===== config.mk =====
export PLATFORM = sky130hd
export DESIGN_NAME = exec_sequencer
export DESIGN_NICKNAME = d
export VERILOG_FILES = /design/src/rtl/exec_sequencer.sv
export SDC_FILE = /design/constraint.sdc
export NUM_CORES = 1
export LEC_CHECK = 0
export BUFFER_PORTS_ARGS = -buffer_cell sky130_fd_sc_hd__buf_2
export CORE_MARGIN = 1.5
export CORE_UTILIZATION = 50
export CTS_BUF_LIST = sky130_fd_sc_hd__clkbuf_4 sky130_fd_sc_hd__clkbuf_8 sky130_fd_sc_hd__clkbuf_16
export DETAILED_ROUTE_END_ITERATION = 10
export GPL_ROUTABILITY_DRIVEN = 0
export PLACE_DENSITY = 0.8
export SETUP_SLACK_MARGIN = 0.3
export SLEW_MARGIN = 10
export SYNTH_ARGS = -nofsm -noshare
export SYNTH_HDL_FRONTEND = slang
export SYNTH_SLANG_ARGS = --single-unit

===== constraint.sdc =====
create_clock -name Clk -period 2.8 [get_ports Clk]
set_input_delay 0.56 -clock Clk [delete_from_list [all_inputs] [get_ports Clk]]
set_output_delay 0.56 -clock Clk [all_outputs]
set_load 0.03 [all_outputs]

===== src/rtl/exec_sequencer.sv =====
// exec_sequencer: multi-cycle instruction sequencer that owns the program
// counter and turns the combinational decoder's enables into one-cycle strobes.
// Each instruction runs FETCH -> EXEC, plus MEM_WAIT cycles for loads and one SWAP2 cycle for swaps.
// A Req/Ack handshake starts a program and reports when it has finished.
// Optional build macro: SEQ_PERF_CNT_EN adds a saturating retired-instruction counter.
module exec_sequencer #(
    parameter int          PC_W     = 10,
    parameter int unsigned START_PC = 0,
    parameter int          MEM_LAT  = 1
) (
    input  logic            Clk,
    input  logic            Reset,
    input  logic            Req,
    output logic            Ack,
    input  logic [PC_W-1:0] prog_end,
    input  logic            RegWrite_in,
    input  logic            MemWrite_in,
    input  logic            doSWAP_in,
    input  logic            load_in,
    input  logic            jump_en,
    input  logic [PC_W-1:0] target,
    output logic [PC_W-1:0] pc,
    output logic            instr_valid,
    output logic            reg_we,
    output logic            swap_phase,
    output logic            mem_we,
`ifdef SEQ_PERF_CNT_EN
    output logic [15:0]     retired,
`endif
    output logic            busy
);

    typedef enum logic [2:0] {
        S_IDLE,
        S_FETCH,
        S_EXEC,
        S_MEM_WAIT,
        S_SWAP2,
        S_DONE
    } state_t;

    localparam logic [PC_W-1:0] START_PC_V = PC_W'(START_PC);
    localparam logic [2:0]      LAT_V      = 3'(MEM_LAT);
    localparam bit              HAS_WAIT   = (MEM_LAT > 0);

    state_t          r_state;
    logic [PC_W-1:0] r_pc;
    logic [2:0]      r_wait_cnt;
    logic            r_jump;
    logic [PC_W-1:0] r_target;
    logic            r_reg_we;
    logic            r_mem_we;
    logic            r_swap_phase;

    logic            w_jump;
    logic [PC_W-1:0] w_target;
    logic [PC_W-1:0] w_next;
    logic            w_done;
    logic            w_update;

    // Next-PC selection: in EXEC the branch inputs are live; later phases
    // (MEM_WAIT, SWAP2) use the copy captured in EXEC, since the decoder
    // outputs are no longer meaningful by then.
    always_comb begin
        w_jump   = (r_state == S_EXEC) ? jump_en : r_jump;
        w_target = (r_state == S_EXEC) ? target  : r_target;
        w_next   = w_jump ? w_target : (r_pc + PC_W'(1));
        w_done   = (w_next == prog_end);
    end

    // Marks the cycle in which the current instruction retires and the PC advances.
    always_comb begin
        w_update = 1'b0;
        case (r_state)
            S_EXEC:     w_update = !(load_in && HAS_WAIT) && !doSWAP_in;
            S_MEM_WAIT: w_update = (r_wait_cnt <= 3'd1);
            S_SWAP2:    w_update = 1'b1;
            default:    w_update = 1'b0;
        endcase
    end

    // Main sequencer FSM: state, PC, wait counter and the registered write strobes.
    always_ff @(posedge Clk) begin
        if (Reset) begin
            r_state      <= S_IDLE;
            r_pc         <= START_PC_V;
            r_wait_cnt   <= '0;
            r_jump       <= 1'b0;
            r_target     <= '0;
            r_reg_we     <= 1'b0;
            r_mem_we     <= 1'b0;
            r_swap_phase <= 1'b0;
        end else begin
            r_reg_we     <= 1'b0;
            r_mem_we     <= 1'b0;
            r_swap_phase <= 1'b0;
            case (r_state)
                S_IDLE: begin
                    if (Req) begin
                        r_pc    <= START_PC_V;
                        r_state <= S_FETCH;
                    end
                end
                S_FETCH: begin
                    r_state <= S_EXEC;
                end
                S_EXEC: begin
                    r_jump   <= jump_en;
                    r_target <= target;
                    if (load_in && HAS_WAIT) begin
                        r_wait_cnt <= LAT_V;
                        r_state    <= S_MEM_WAIT;
                    end else if (doSWAP_in) begin
                        r_reg_we     <= 1'b1;
                        r_swap_phase <= 1'b0;
                        r_state      <= S_SWAP2;
                    end else begin
                        r_reg_we <= RegWrite_in;
                        r_mem_we <= MemWrite_in;
                    end
                end
                S_MEM_WAIT: begin
                    r_wait_cnt <= r_wait_cnt - 3'd1;
                    if (r_wait_cnt <= 3'd1) begin
                        r_reg_we <= 1'b1;
                    end
                end
                S_SWAP2: begin
                    r_reg_we     <= 1'b1;
                    r_swap_phase <= 1'b1;
                end
                S_DONE: begin
                    if (!Req) begin
                        r_state <= S_IDLE;
                    end
                end
                default: begin
                    r_state <= S_IDLE;
                end
            endcase
            if (w_update) begin
                r_pc    <= w_next;
                r_state <= w_done ? S_DONE : S_FETCH;
            end
        end
    end

`ifdef SEQ_PERF_CNT_EN
    logic [15:0] r_retired;

    // Retired-instruction counter: one per PC update, saturating, cleared when a program starts.
    always_ff @(posedge Clk) begin
        if (Reset) begin
            r_retired <= '0;
        end else if (r_state == S_IDLE && Req) begin
            r_retired <= '0;
        end else if (w_update && r_retired != 16'hFFFF) begin
            r_retired <= r_retired + 16'd1;
        end
    end

    assign retired = r_retired;
`endif

    assign pc          = r_pc;
    assign reg_we      = r_reg_we;
    assign mem_we      = r_mem_we;
    assign swap_phase  = r_swap_phase;
    assign instr_valid = (r_state == S_EXEC);
    assign Ack         = (r_state == S_DONE);
    assign busy        = (r_state != S_IDLE) && (r_state != S_DONE);

endmodule


Word-level counts from Yosys, hierarchy flattened

Cells that the tools add are included.

Magnitude comparators: 1
Bitwise logic cells: 1
Reduce and logical (&&, ||, !) cells: 14
$add $sub $neg: 2
Mux-type cells: 21
Eq/ne operators: 12

Operator list:

| kind                  | count |
|---|---|
| $mux 10               | 5 |
| $mux 3                | 7 |
| $pmux 3 s5            | 1 |
| $add 10x1->10 const B | 1 |
| $eq 10x10->1          | 1 |
| $eq 3x2->1 const B    | 2 |
| $eq 3x3->1 const B    | 2 |
| $ne 3x3->1 const B    | 2 |
| $pmux 1 s3            | 2 |
| $pmux 3 s2            | 1 |
| $reduce_bool 2->1     | 3 |
| $mux 1                | 5 |
| $ne 4x3->1 const B    | 1 |
| $reduce_and 2->1      | 2 |
| $reduce_and 4->1      | 1 |
| $reduce_or 4->1       | 1 |
| $eq 3x1->1 const B    | 1 |
| $le 3x1->1 const B    | 1 |
| $logic_not 3->1       | 1 |
| $ne 3x2->1 const B    | 1 |
| $reduce_bool 3->1     | 1 |
| $sub 3x1->3 const B   | 1 |
| $logic_and 1x1->1     | 2 |
| $logic_not 1->1       | 2 |
| 4 further kinds       | 4 |

Flip-flop bits (word level): 30
Word-level logic and storage cells: 59
Output and inout port bits: 16
Input bits: 28

Longest topological paths before layout

Depth in word-level cells: 6
Gate-level depth with buffers: 11

Worst setup path after synthesis

OpenSTA, ideal clock, no wires.

Path kind: register -> register
Start point: register r_pc[3] (netlist: pc[3])
End point: register r_state[2]
Cell stages (with the launch flop): 8
Buffers on the path: 1
Setup time: 0.096 ns
Setup slack: 0.475 ns
Arrival: 2.230 ns
Data required time: 2.704 ns
Cells stage by stage: dfxtp_1 > buf_2 > nand3_1 > or4_1 > a31oi_1 > xnor2_1 > nand3b_1 > o41ai_2

Word-level cells in the longest chain between the ends: 5

Ends and longest elaborated chain:

| element                  | RTL line | RTL |
|---|---|---|
| start: declaration       | 47       | `logic [PC_W-1:0] r_pc;` |
| start signal: assignment | 142      | `r_pc <= w_next;` |
| $add 10x1->10            | 67       | `w_next = w_jump ? w_target : (r_pc + PC_W'(1));` |
| $mux 10                  | 67       |  |
| $eq 10x10->1             | 68       | `w_done = (w_next == prog_end);` |
| $mux 3                   | 143      | `r_state <= w_done ? S_DONE : S_FETCH;` |
| $mux 3                   | 141      | `if (w_update) begin` |
| end signal: assignment   | 143      |  |
| end: declaration         | 46       | `state_t r_state;` |

Every way passes these cells.
A chain may end at the register's enable or synchronous reset.

Final worst setup path

Start point: register r_state[0]
End point: output port instr_valid

Word-level cells in the longest chain between the ends: 1

Ends and longest elaborated chain:

| element          | RTL line | RTL |
|---|---|---|
| $eq 3x2->1       | 169      | `assign instr_valid = (r_state == S_EXEC);` |
| end: declaration | 23       | `output logic instr_valid,` |

Every way passes these cells.

==> impl_metrics.env <==
export IMPL_outcome="finished clean"
export IMPL_finalWorstSetupSlack_ps=369.5
export IMPL_drc_errors=0
export IMPL_route_detailed_wl_per_inst_um=14.52
export IMPL_cts_buffers_inserted=5
export IMPL_yosysUniqueCellTypes=47
export IMPL_hold_viol=0
export IMPL_antenna_cells=0
export IMPL_final_nets=329
export IMPL_timing_hold_worst_class="register to register"
export IMPL_dr_iter_0_viols=157
export IMPL_cts_num_sinks=30
export IMPL_timing_max_slew_rel_slack=0.5540
export IMPL_placedCellCount=339
export IMPL_totalNegativeSetupSlack_ps=0
export IMPL_syn2layout_area_growth_pct=19.05
export IMPL_power_leakage_nw=0.9607
export IMPL_ys_flop_type="sky130_fd_sc_hd__dfxtp_1"
export IMPL_worst_r2r_setup_slack_ps=490
export IMPL_first_pass_grt_wire_length_um=8259
export IMPL_holdWs_ps=463.2
export IMPL_synth_nets=288
export IMPL_postSynth_asyncResetShare=0
export IMPL_rsz0062_at_grt="false"
export IMPL_fin_crit_sh=0.8680
export IMPL_synth_yosys_warnings=0
export IMPL_report_final_slew_viol_count=0
export IMPL_post_synthesis_register_bit_count=30
export IMPL_grt_max_degree=32
export IMPL_final_setup_viol_count=0
export IMPL_clk_pin_slew_worst_paths_ps=60
export IMPL_worstSetupStartpointType="register"
export IMPL_synth_yosys_seq_area_share=0.3079
export IMPL_bufs_on_longest_clock_path=2
export IMPL_average_via_count_per_standard_cell=5.769
export IMPL_firstDrtPassIters=5
export IMPL_dpl_instance_area_sq_um=2203
export IMPL_stdcell_count=347
export IMPL_globalRouteTotalUtil=0.2484
export IMPL_core_sq_um=3716
export IMPL_max_cap_viol_count=0
export IMPL_cts_root_buffer="sky130_fd_sc_hd__clkbuf_8"
export IMPL_portBuffers=43
export IMPL_critical_path_required_ps=2240
export IMPL_final_wl_um=5037
export IMPL_die_width_um=65.46
export IMPL_grt_pass1_vias=1787
export IMPL_finClkSkew_ps=3.993
export IMPL_vias=2002
export IMPL_cp_data_arrival_time_ps=1870
export IMPL_synth_enable_flop_cells=0
export IMPL_critical_path_class="register to output pin"
export IMPL_antenna_left=0
export IMPL_placement_setup_worst_slack_ps=422.9
export IMPL_endpoint_kind="output pin"
export IMPL_syn_inst=257
export IMPL_die_area_sq_um=4285
export IMPL_total_standard_cell_area_after_synthesis_sq_um=1951
export IMPL_synth_avg_cell_area_sq_um=7.590
export IMPL_period_needed_ps=2430
export IMPL_peak_ir_drop_on_the_vdd_network_mv=0.3057
export IMPL_layout_drive_gt1_share=0.2274
export IMPL_worst_slew_pin_transition_ps=669.0
export IMPL_power_density_cell_area_nw_per_um2=598.6
export IMPL_final_cell_area_sq_um=2322
export IMPL_tritoncts="done"
export IMPL_htree_num_levels=2
export IMPL_cts_post_setup_buffers_inserted=0
export IMPL_ios=44
export IMPL_timing_fmax_mhz=411.4
export IMPL_critPathMaxFanout=16
export IMPL_standard_cell_row_count=22
export IMPL_grt_overflow_total=0
export IMPL_antenna_found_initial=0
export IMPL_nFillCells=354
export IMPL_die_height_um=65.46
export IMPL_detailedPlacementHpwl_um=3676
export IMPL_initial_utilization=0.5249
export IMPL_clkLatencyLatePin_ps=290
## flip-flops by register name, summed over array words and instances (netlist names)
register,cells
pc,10
r_target,10
r_state,3
r_wait_cnt,3
mem_we,1
r_jump,1
reg_we,1
swap_phase,1
## synthesized netlist by cell type (2+ instances only)
cell / instances / share of area
sky130_fd_sc_hd__mux2i_1: 8 / 0.041
sky130_fd_sc_hd__xor2_1: 2 / 0.0090
sky130_fd_sc_hd__o31a_1: 2 / 0.0090
sky130_fd_sc_hd__a22oi_1: 3 / 0.012
sky130_fd_sc_hd__or3_1: 4 / 0.013
sky130_fd_sc_hd__nor4_1: 5 / 0.016
sky130_fd_sc_hd__clkbuf_1: 11 / 0.021
sky130_fd_sc_hd__nand3_1: 11 / 0.028
sky130_fd_sc_hd__a31oi_1: 6 / 0.019
sky130_fd_sc_hd__nor2_1: 23 / 0.044
sky130_fd_sc_hd__a311oi_1: 5 / 0.022
sky130_fd_sc_hd__or4_1: 2 / 0.0077
sky130_fd_sc_hd__xnor2_1: 6 / 0.027
sky130_fd_sc_hd__nand4_1: 3 / 0.0096
sky130_fd_sc_hd__buf_2: 3 / 0.0077
sky130_fd_sc_hd__a221oi_1: 2 / 0.0090
sky130_fd_sc_hd__nor2b_1: 6 / 0.019
sky130_fd_sc_hd__nand2b_1: 7 / 0.022
sky130_fd_sc_hd__ha_1: 3 / 0.019
sky130_fd_sc_hd__o21a_1: 2 / 0.0077
sky130_fd_sc_hd__a21oi_1: 20 / 0.051
sky130_fd_sc_hd__and3_1: 3 / 0.0096
sky130_fd_sc_hd__o211ai_1: 3 / 0.012
sky130_fd_sc_hd__a211oi_1: 3 / 0.012
sky130_fd_sc_hd__o21ai_0: 11 / 0.028
sky130_fd_sc_hd__and2_1: 5 / 0.016
sky130_fd_sc_hd__dfxtp_1: 30 / 0.31
sky130_fd_sc_hd__nor3_1: 8 / 0.021
sky130_fd_sc_hd__a21o_1: 2 / 0.0077
sky130_fd_sc_hd__o31ai_1: 2 / 0.0077
sky130_fd_sc_hd__o21ba_2: 2 / 0.010
sky130_fd_sc_hd__inv_1: 10 / 0.019
sky130_fd_sc_hd__nand2_1: 30 / 0.058
## layout make-up
type / instances / area [sq um] / share of cell area
clock buffer: 8 / 110.1 / 0.04741
inverter: 10 / 37.54 / 0.01616
multi-input combinational: 202 / 1251 / 0.5388
sequential: 30 / 603.1 / 0.2597
tap: 48 / 60.06 / 0.02586
timing repair buffer: 49 / 260.3 / 0.1121
## worst paths after layout
kind	start	to	depth (start not counted)
min reg2reg	r_target[0]	r_target[0]	2
max	r_state[0]	instr_valid	5
max reg2reg	r_state[0]	r_state[2]	8
min	r_target[0]	r_target[0]	2
## per-stage QoR
| step | utilization | total power [mW] |
|---|---|---|
| 6_report | 0.6249 | 1.390 |
| 5_1_grt | 0.6249 | 1.466 |
| 4_1_cts | 0.6232 | 1.386 |
| 3_5_place_dp | 0.5929 | 0.9661 |
| 3_3_place_gp | 0.5929 | 0.9624 |
| 2_1_floorplan | - | 0.8483 |
## repair_timing
item,4_1_cts,5_1_grt
pin swaps,0,1
setup endpoints to repair,1,4
hold buffers,0,0
resized for setup,1,3
## metal layers
layer | share of wire | wire length, um | GRT usage
met3 | 0.064 | 324 | 0.04281
met1 | 0.49 | 2445 | 0.3561
met2 | 0.43 | 2190 | 0.3776
met5 | 0 | 0 | 0
met4 | 0.015 | 76 | 0.08073
## where the power goes
part	leakage, nW	total, mW	internal (mW)	switching [mW]
logic	0.659	0.466	0.177	0.288
clock network	0.0575	0.417	0.248	0.169
registers	0.244	0.507	0.465	0.0420
## critical path, stage by stage, from the launching register on
cell	delay, ps
sky130_fd_sc_hd__dfxtp_1	400
sky130_fd_sc_hd__or3b_4	500
sky130_fd_sc_hd__buf_4	220
sky130_fd_sc_hd__inv_1	80
sky130_fd_sc_hd__buf_4	170
sky130_fd_sc_hd__buf_2	210
## logic make-up after synthesis
kind of cell               count (synthesis)  share of synthesized area
xor gates and xnor gates                   8                    0.03592
muxes                                      9                    0.04683
and+or+nand+nor                          113                     0.2919
DFF                                       30                     0.3079
AOI/OAI and AO/OA                         69                     0.2444
adders and majority gates                  3                    0.01925
buffers and inverters                     25                    0.05388
## cell usage in the layout, fill, tap and decap left out, drive strengths merged, types with 3 or more instances in the layout
cell    synthesis  routed
and3            3       3
clkbuf         11       8
nand2          30      30
nand4           3       3
o211ai          3       3
nor2b           6       6
o21ai          11      11
ha              3       3
a22oi           3       3
nand3          11      11
a311oi          5       5
and2            5       5
a211oi          3       3
nor3            8       8
nor4            5       5
xnor2           6       6
a31oi           6       6
buf             4      49
nor2           23      23
inv            10      10
a21oi          21      21
dfxtp          30      30
nand2b          7       7
or3             4       4
mux2i           8       8
No activity file was read; power rests on OpenSTA's default activity.
